**src/rtl/uart_pkg.sv**
```systemverilog
// Shared UART constants: byte width, default baud divider, default TX FIFO depth.
// Latency: none (constants and types only).
// Backpressure: not applicable.
package uart_pkg;
    localparam int UART_BYTE_W   = 8;
    localparam int CLK_CYCLES    = 868;   // 100 MHz core clock / 115200 baud
    localparam int DEPTH_LOG_DEF = 4;

    typedef logic [UART_BYTE_W-1:0] byte_t;
endpackage

```
**src/rtl/fifo_regfile.sv**
```systemverilog
// DEPTH x byte register array, one synchronous write port, one asynchronous read port.
// Latency: write visible on the read port the cycle after the write edge.
// Backpressure: none; the caller gates we.
module fifo_regfile
    import uart_pkg::*;
#(
    parameter int DEPTH_LOG = DEPTH_LOG_DEF
) (
    input  logic                 clk,
    input  logic                 we,
    input  logic [DEPTH_LOG-1:0] waddr,
    input  byte_t                wdata,
    input  logic [DEPTH_LOG-1:0] raddr,
    output byte_t                rdata
);
    localparam int DEPTH = 1 << DEPTH_LOG;

    byte_t mem_q [DEPTH];

    always_ff @(posedge clk) begin
        if (we) begin
            mem_q[waddr] <= wdata;
        end
    end

    assign rdata = mem_q[raddr];
endmodule

```
**src/rtl/uart_tx_fifo.sv**
```systemverilog
// Show-ahead byte FIFO feeding a uart_transmitter; optional drop counter under UART_TX_FIFO_DROP_CNT_EN.
// Latency: byte written into an empty FIFO raises tx_req the next cycle; no bypass.
// Backpressure: pops only on tx_req && tx_ready; writes to a full FIFO without a pop are dropped (sticky overflow).
module uart_tx_fifo
    import uart_pkg::*;
#(
    parameter int DEPTH_LOG = DEPTH_LOG_DEF
) (
    input  logic                 clk,
    input  logic                 rst,
    input  byte_t                wr_data,
    input  logic                 wr_en,
    output logic                 full,
    output logic [DEPTH_LOG:0]   count,
    output logic                 overflow,
    input  logic                 clr_overflow,
    output byte_t                tx_data,
    output logic                 tx_req,
    input  logic                 tx_ready
`ifdef UART_TX_FIFO_DROP_CNT_EN
    ,
    output logic [7:0]           drop_cnt
`endif
);
    localparam int DEPTH = 1 << DEPTH_LOG;
    localparam logic [DEPTH_LOG:0] DEPTH_CNT = (DEPTH_LOG+1)'(DEPTH);

    logic [DEPTH_LOG-1:0] wptr_q, wptr_d;
    logic [DEPTH_LOG-1:0] rptr_q, rptr_d;
    logic [DEPTH_LOG:0]   count_q, count_d;
    logic                 overflow_q, overflow_d;
    logic                 pop, wr_acc, drop;

    // tx_req depends on registered count only, so the transmitter never sees a loop through tx_ready.
    assign tx_req   = (count_q != '0);
    assign full     = (count_q == DEPTH_CNT);
    assign count    = count_q;
    assign overflow = overflow_q;

    always_comb begin
        pop        = tx_req && tx_ready;
        wr_acc     = wr_en && (!full || pop);
        drop       = wr_en && !wr_acc;
        wptr_d     = wptr_q;
        rptr_d     = rptr_q;
        count_d    = count_q;
        overflow_d = overflow_q;
        if (wr_acc) begin
            wptr_d = wptr_q + DEPTH_LOG'(1);
        end
        if (pop) begin
            rptr_d = rptr_q + DEPTH_LOG'(1);
        end
        case ({wr_acc, pop})
            2'b10:   count_d = count_q + (DEPTH_LOG+1)'(1);
            2'b01:   count_d = count_q - (DEPTH_LOG+1)'(1);
            default: count_d = count_q;
        endcase
        if (clr_overflow) begin
            overflow_d = 1'b0;
        end
        if (drop) begin
            overflow_d = 1'b1;
        end
    end

    always_ff @(posedge clk) begin
        if (rst) begin
            wptr_q     <= '0;
            rptr_q     <= '0;
            count_q    <= '0;
            overflow_q <= 1'b0;
        end else begin
            wptr_q     <= wptr_d;
            rptr_q     <= rptr_d;
            count_q    <= count_d;
            overflow_q <= overflow_d;
        end
    end

`ifdef UART_TX_FIFO_DROP_CNT_EN
    logic [7:0] drop_cnt_q, drop_cnt_d;

    // A clear and a drop in the same cycle restart the count at this drop.
    always_comb begin
        drop_cnt_d = clr_overflow ? 8'd0 : drop_cnt_q;
        if (drop && drop_cnt_d != 8'hFF) begin
            drop_cnt_d = drop_cnt_d + 8'd1;
        end
    end

    always_ff @(posedge clk) begin
        if (rst) begin
            drop_cnt_q <= 8'd0;
        end else begin
            drop_cnt_q <= drop_cnt_d;
        end
    end

    assign drop_cnt = drop_cnt_q;
`endif

    fifo_regfile #(
        .DEPTH_LOG (DEPTH_LOG)
    ) u_regfile (
        .clk   (clk),
        .we    (wr_acc && !rst),
        .waddr (wptr_q),
        .wdata (wr_data),
        .raddr (rptr_q),
        .rdata (tx_data)
    );
endmodule

```
**config.mk**
```make
export PLATFORM = sky130hd
export DESIGN_NAME = uart_tx_fifo
export DESIGN_NICKNAME = d
export VERILOG_FILES = /design/src/rtl/uart_pkg.sv /design/src/rtl/fifo_regfile.sv /design/src/rtl/uart_tx_fifo.sv
export SDC_FILE = /design/constraint.sdc
export NUM_CORES = 1
export LEC_CHECK = 0
export ABC_AREA = 1
export ABC_CLOCK_PERIOD_IN_PS = 4200
export BUFFER_PORTS_ARGS = -buffer_cell sky130_fd_sc_hd__buf_2
export CAP_MARGIN = 20
export CELL_PAD_IN_SITES_DETAIL_PLACEMENT = 1
export CELL_PAD_IN_SITES_GLOBAL_PLACEMENT = 1
export CORE_MARGIN = 1.5
export CORE_UTILIZATION = 53
export CTS_CLUSTER_DIAMETER = 100
export DETAILED_ROUTE_END_ITERATION = 8
export GPL_ROUTABILITY_DRIVEN = 0
export PLACE_DENSITY_LB_ADDON = 0.1
export SETUP_SLACK_MARGIN = 0.15
export SLEW_MARGIN = 30
export SYNTH_ARGS = -nofsm -noshare
export SYNTH_HDL_FRONTEND = slang
export SYNTH_SLANG_ARGS = --single-unit
```
**constraint.sdc**
```tcl
create_clock -name clk -period 4.2 [get_ports clk]
set_input_delay 0.84 -clock clk [delete_from_list [all_inputs] [get_ports clk]]
set_output_delay 0.84 -clock clk [all_outputs]
set_load 0.05 [all_outputs]
```
# --- After elaboration in Yosys (flattened, before gate mapping) ---
# Memory sizes are Yosys's and may differ from the RTL's. A register that Yosys moved wholly into a read port is not among the register bits.
# Cells that the tools add are included.
totals:
  ff_bits: 14
  latch_bits: 0
  mem_bits_rw: 128
  rom_bits: 0
  in_bits: 13
  out_inout_bits: 16
  word_cells: 30
  n_memories: 1
mem_list:
  columns: ["name", "words", "word_bits", "read_ports", "rd_clocked_by_memory_dff", "write_ports", "line", "source"]
  rows:
  - ["u_regfile.mem_q", 16, 8, 1, 1, 1, "fifo_regfile.sv:18", "byte_t mem_q [DEPTH];"]
classes:
  add_sub_neg: 4
  n_mul: 0
  div: 0
  order_cmp: 0
  n_eq_ne: 3
  shift: 0
  muxes: 7
  bitwise: 0
  n_reduce_logical: 11
op_table:
  columns: ["cell", "count"]
  rows:
  - ["$pmux 5 s2", 1]
  - ["$add 4x1->4 const B", 2]
  - ["$mux 4", 2]
  - ["$add 5x1->5 const B", 1]
  - ["$eq 5x5->1 const B", 1]
  - ["$reduce_bool 5->1", 1]
  - ["$sub 5x1->5 const B", 1]
  - ["$logic_and 1x1->1", 4]
  - ["$mux 1", 4]
  - ["$reduce_bool 2->1", 2]
  - ["$logic_not 1->1", 3]
  - ["$eq 2x1->1 const B", 1]
  - ["$eq 2x2->1 const B", 1]
  - ["$logic_or 1x1->1", 1]

# --- Depth between registers and ports, before layout ---
# Gate-level depths: netlist of run 1.
logic_depth:
  depth_word: 7
  ltp_mapped: 12
  ltp_nobuf: 12

# --- Hierarchy ---
# A second synthesis of run 1 with hierarchy kept.
unflattened:
  hier_cells: 647
  area_unflattened_um2: 6413.7
by_module_without_submodules:
  columns: ["module", "n_inst", "cells_each", "area_per_inst_um2", "seq_area_each_um2"]
  rows:
  - ["fifo_regfile", 1, 543, 5606.6, 3843.7]
  - ["uart_tx_fifo", 1, 104, 807.0, 280.3]

# --- Least setup slack after synthesis of run 1 ---
# Ideal clock, no wire load.
synth_path:
  kind: "register to register"
  start: "register count_q[0] (netlist: count[0])"
  end: "register count_q[4] (netlist: count[4])"
  setup_time_ns: 0.117
  arrival_ns: 2.274
  required_time_ns: 4.083
  slack_ns: 1.809
  stages_incl_launch_ff: 12
  n_path_buf: 0
  synth_period_minus_slack_ns: 2.391
  cell_sequence: "dfxtp_1 > nor2_2 > nand3_2 > nand3_1 > inv_1 > ha_1 > inv_1 > o21ai_0 > a21o_1 > nand2_1 > a21oi_1 > nor2_1"
synth_via:
  elab_chain_cells: 6
  word_cells_on_any_way: 12
  cone_classes: "add/sub (2); eq/ne (3); mux (1); reduce/logical (6)"
synth_lines:
  columns: ["element", "line", "source"]
  rows:
  - ["start, declared", "uart_tx_fifo.sv:30", "logic [DEPTH_LOG:0] count_q, count_d;"]
  - ["start signal, assigned", "uart_tx_fifo.sv:76", "count_q <= count_d;"]
  - ["$reduce_bool 5->1 *", "uart_tx_fifo.sv:35", "assign tx_req = (count_q != '0);"]
  - ["via tx_req", "uart_tx_fifo.sv:18", "output logic tx_req,"]
  - ["$logic_and 1x1->1 *", "uart_tx_fifo.sv:41", "pop = tx_req && tx_ready;"]
  - ["$logic_or 1x1->1", "uart_tx_fifo.sv:42", "wr_acc = wr_en && (!full || pop);"]
  - ["$logic_and 1x1->1", "uart_tx_fifo.sv:42", null]
  - ["$eq 2x1->1 / $eq 2x2->1 (equally long branches)", "uart_tx_fifo.sv:54", "case ({wr_acc, pop})"]
  - ["$pmux 5 s2 / $reduce_bool 2->1 (equally long branches)", null, null]
# Mark *: on every way through the listed nets, which the timed path passes. The rest lies on a longest branch.
# A chain may end at the register's enable or synchronous reset.

==> flow_summary.ini, run 1 <==
[placed_design]
hpwl_mm = 10.08
port-buffer-count = 28

[run_status]
status = complete, no violations

[detailed_routing]
postRouteAntennaNets = 0
routedWlPerCell_um = 21.40
drc = 0
wirelength_mm = 15.47
viasPerCell = 5.638
first_pass_iters = 4
detail_route.iter0.violations = 323
vias = 4076

[synthesis]
yosys.area.top_type_share_pct = 62.11
synth.area.top_cells = edfxtp_1 62%, dfxtp_1 5.8%, inv_1 5.2%, nand3_1 5.0%, o211ai_1 3.9%
synth-main-ff-cell = edfxtp_1
yosys-top-cells-count = 128 x edfxtp_1, 85 x inv_1, 62 x nand3_1
syn-mean-instance-area_um2 = 11.42
synthCells = 542
yosys_warnings = 0
synth.distinct_cells = 27
syn_area_um2 = 6188
yosysMostFrequentCell = edfxtp_1
ys_ff_latch = 146
synth_area_leader_cell = edfxtp_1
async_flop_share_pct = 0
synth_edf_count = 128
syn_nets = 564
seq_area_frac_synth_pct = 67.93

[cts]
cts_buffers = 17
path_clk_slew_ns = 0.06
clkSinkCount = 146
cts_resized = 0
root_buffer = clkbuf_16
postCtsSetupRepairBufs = 0
cts_buffer_depth = 2
clock_latency_ns = 0.42
cts_tree = done
ctsHtreeMaxLevel = 4
postCtsHoldBufs = 0

[grt]
gr-usage-met3_pct = 7.818
grt_pass1_wl_mm = 24.67
gr-usage-met2_pct = 46.05
grt_pass1_vias = 4464
antenna_found_initial = 0
grt_most_used_layer = met2
overflow = 0
grt_start_max_net_pins = 129
use_met1_pct = 33.05
grtUsageTotal_pct = 27.17

[timing]
hold_viol = 0
slew_headroom_pct = 42.87
fin_setup_tns_ns = 0
skew_ns = 0.007359
tightest_slew_ns = 0.8539
finalMaxSlewViolations = 0
setup-violations-final = 0
fin_crit_sh_pct = 71.00
grt_setup_unrepaired = false
fmaxAchievable_mhz = 335.4
fin_crit_ns = 2.982

[final_layout]
layout.nets = 589
drive_gt1_share_pct = 12.59
antenna_cells = 0
n_fill_cell = 1193
area_growth_pct = 12.88

[worst_setup_path]
start_kind = flop
crit_required_ns = 3.36
path_class = flop to output port
worst-path-max-fanout = 22
worstPathArrival_ns = 2.14
critPathCaptureType = output port
r2r_slack_ns = 2.03

[die]
dieArea_um2 = 12330
core_um2 = 11420
io_pins = 29
std_cell_rows = 39
fp.dieH_um = 111.1
initial_utilization_pct = 54.20
die_w_um = 111.1

[min_path]
hold_path_class = flop to flop

[power_and_ir_drop]
worst_ir_drop_vdd_v = 0.0004590
p_total_mw = 4.144
pwr_density_cell_nw_per_um2 = 593.2
power.leakage_nw = 2.645

[job]
maxCapViolCount = 0
==> cell families (layout without fill, tap and decap cells) <==
family / count (synthesis) / count (layout) / share of synthesized area [%]
xor+xnor: 3 / 3 / 0.4247
buf+inv: 113 / 151 / 7.582
fa+ha+maj: 9 / 9 / 1.941
flops: 146 / 146 / 67.93
simple gates: 156 / 156 / 11.24
compound gates: 115 / 115 / 10.88
==> power by group <==
group          internal (mW)  switching, mW  total [mW]  leakage, nW
combinational          0.278          0.752        1.03         1.05
clock                  0.872          0.560        1.43        0.288
sequential              1.63         0.0560        1.68         1.30
==> area by class of cell <==
cell class                 count  area [um^2]  area share, %
timing repair buffer          32        182.7          2.615
tap                          143        178.9          2.561
multi-input combinational    283         1515          21.69
clock buffer                  25        528.0          7.559
clock inverter                 7        42.54         0.6090
sequential                   146         4209          60.25
inverter                      87        329.1          4.711
==> placed cells by master, fill, tap and decap left out, types with 2 or more instances in the layout <==
cell type  count
dfxtp_1       16
ha_1           8
clkbuf_1       3
clkbuf_8       3
buf_2         28
nand2_1       56
clkbuf_16     19
nor2_1        32
o21ai_0       41
edfxtp_1     128
xor2_1         2
inv_1         85
clkinv_2       3
nand3_1       62
inv_4          4
nand3_2        2
o211ai_1      32
buf_4          3
a21oi_1       39
==> per-layer routing <==
layer,vias up,share of wire [%]
met4,0,1.8
met1,1983,40
li1,1928,-
met2,142,51
met3,23,7.5
met5,-,0
==> worst paths after layout <==
check                               from         end  cells past startpoint
worst min register to register  overflow    overflow                      2
worst min-delay path            overflow    overflow                      2
worst max-delay path                flop  tx_data[2]                      6
worst max register to register  count[0]    count[4]                     11
==> critical path, stage by stage, from the launching register on <==
cell	delay (ns)
dfxtp_2	0.49
buf_4	0.34
o211ai_1	0.15
nand3_1	0.21
nand3_1	0.16
nand2_1	0.11
buf_2	0.26
==> per-stage QoR <==
| stage | setup WS, ns | utilization, % | hold WS, ns | instances | area (um^2) |
|---|---|---|---|---|---|
| floorplan | 1.809 | - | 0.4468 | 542 | 6188 |
| global placement | 1.644 | 56.18 | 0.4614 | 691 | 6415 |
| detailed placement | 1.511 | 56.18 | 0.4634 | 691 | 6415 |
| CTS | 1.220 | 61.18 | 0.4778 | 723 | 6985 |
| global route | 1.100 | 61.18 | 0.5305 | 723 | 6985 |
| finish | 1.218 | 61.18 | 0.4750 | 723 | 6985 |
==> flip-flops by register name, indices dropped and copies added, names as in the netlist, named ones only <==
signal           flops
rptr_q               4
u_regfile.mem_q    128
overflow             1
count                5
wptr_q               4
No activity file was read; power rests on OpenSTA's default activity.
==> inputs of run 2 (changes only) <==
ABC_CLOCK_PERIOD_IN_PS = 2800   (was 4200)
CORE_UTILIZATION = 49   (was 53)
clock period = 2.8 ns   (was 4.2 ns; I/O delays follow)
==> run 2 against run 1 <==
Critical path depth rose by 1. Wire length about the same. Sequential cell count stayed put. Clock-buffer cell count grew 2. Critical path type unchanged. Largest cell class unchanged. Largest power group unchanged. Highest routed layer unchanged.
==> flow_summary.ini, run 2 (synthesis gave the netlist of run 1 again) <==
[run_status]
status = complete, no violations

[die]
io_pins = 29
initial_utilization_pct = 50.88
die_w_um = 115.4
std_cell_rows = 40
core_um2 = 12160
fp.dieH_um = 115.4
dieArea_um2 = 13310

[timing]
skew_ns = 0.007180
timing.hold.ws_ns = 0.3518
fin_crit_ns = 2.523
finalMaxSlewViolations = 0
hold_viol = 0
fin_crit_sh_pct = 90.10
tightest_slew_ns = 0.7804
fin_setup_tns_ns = 0
fmaxAchievable_mhz = 396.4
slew_headroom_pct = 47.78
setup-violations-final = 0
grt_setup_unrepaired = false

[final_layout]
mostFrequentLayoutCell = edfxtp_1
final_cell_mix = 128 x edfxtp_1, 85 x inv_1, 62 x nand3_1, 56 x nand2_1, 41 x o21ai_0
layout.nets = 595
antenna_cells = 0
largest_reg_flops = 128
drive_gt1_share_pct = 12.97
regMostFlops = u_regfile.mem_q
area_growth_pct = 14.38

[detailed_routing]
first_pass_iters = 4
highest_layer = met4
wl_met1_mm = 6.397
wl_met3_um = 714
detail_route.iter0.violations = 331
drc = 0
routedWlPerCell_um = 20.52
vias = 4108
wirelength_mm = 15.48
dr_wl_met2_mm = 7.899
viasPerCell = 5.448
postRouteAntennaNets = 0

[power_and_ir_drop]
worst_ir_drop_vdd_v = 0.0004783
p_comb_share_pct = 25.6
swShare_pct = 32.65
clkPwrFrac_pct = 34.3
p_sw_mw = 2.049
pwr_density_cell_nw_per_um2 = 886.6
seq_power_share_pct = 40.2
power.internal_mw = 4.226
power.leakage_nw = 2.674

[worst_setup_path]
worst-path-max-fanout = 50
start_kind = flop
worstPathArrival_ns = 1.96
critPathCaptureType = output port
r2r_slack_ns = 0.73
crit_required_ns = 2.24
path_class = flop to output port

[cts]
clock_latency_ns = 0.42
cts_buffers = 17
root_buffer = clkbuf_16
cts_tree = done
cts_resized = 0
path_clk_slew_ns = 0.06
ctsHtreeMaxLevel = 4
clkSinkCount = 146
postCtsHoldBufs = 0
cts_buffer_depth = 2

[grt]
grt_start_max_net_pins = 65
grt_pass1_vias = 4258
antenna_found_initial = 0
overflow = 0
grtUsageTotal_pct = 25.20
grt_pass1_wl_mm = 24.03

[placed_design]
port-buffer-count = 28
hpwl_mm = 10.19

[job]
maxCapViolCount = 0

[min_path]
hold_path_class = input port to flop
run 2: changes by cell type in the layout (fill, tap and decap cells not counted):
cell,change
clkinv_1,+1
clkbuf_16,-2
clkbuf_1,+2
inv_4,-3
buf_12,+2
buf_4,+4
clkinv_4,-1
bufinv_16,+1
clkbuf_8,+2
run 2: repair_timing:
action	CTS	global route
buffers inserted	0	1
endpoints found under the setup margin	0	4
hold endpoints to repair	0	0
run 2: worst paths after layout:
| path | from | to | cells after the start |
|---|---|---|---|
| worst max register to register | count[0] | count[4] | 11 |
| worst max-delay path | flop | tx_data[0] | 7 |
| worst min-delay path | rst | wptr_q[2] | 2 |
| worst min register to register | overflow | overflow | 2 |
run 2: power by group through the flow:
stage / combinational, mW / clock, mW / sequential (mW)
after global routing: 1.75 / 2.25 / 2.53
after global placement: 1.54 / 0 / 2.57
final: 1.60 / 2.15 / 2.52
after floorplan: 1.10 / 0 / 2.62
after detailed placement: 1.59 / 0 / 2.57
after CTS: 1.60 / 2.17 / 2.53
run 2: area by class of cell:
type / count / area, um^2
fill: 1275 / 5084
sequential: 146 / 4209
clock buffer: 27 / 513.0
timing repair buffer: 38 / 252.7
inverter: 87 / 329.1
tap: 168 / 210.2
multi-input combinational: 283 / 1515
clock inverter: 5 / 48.80
run 2: metrics by stage:
stage	util [%]	instances	instance area (um^2)	total power, mW	setup WS [ns]
6_report	58.20	754	7078	6.275	0.2771
5_1_grt	58.20	754	7078	6.529	0.1665
4_1_cts	58.14	753	7071	6.300	0.1880
3_5_place_dp	53.52	721	6509	4.161	0.5878
3_3_place_gp	53.52	721	6509	4.109	0.6404
2_1_floorplan	-	542	6188	3.722	0.4094
run 2: worst max-delay path, stage by stage (launching register included):
cell and delay, ns:
dfxtp_4 0.45, buf_12 0.24, nand2_1 0.10, o211ai_1 0.12, nand3_1 0.15, nand3_1 0.12
nand2_1 0.11, buf_2 0.23
run 2: layer usage:
layer,GRT usage (%),vias to the layer above
met2,42.21,104
met5,0,-
met3,5.061,27
met1,32.30,2035
li1,-,1942
met4,10.21,0
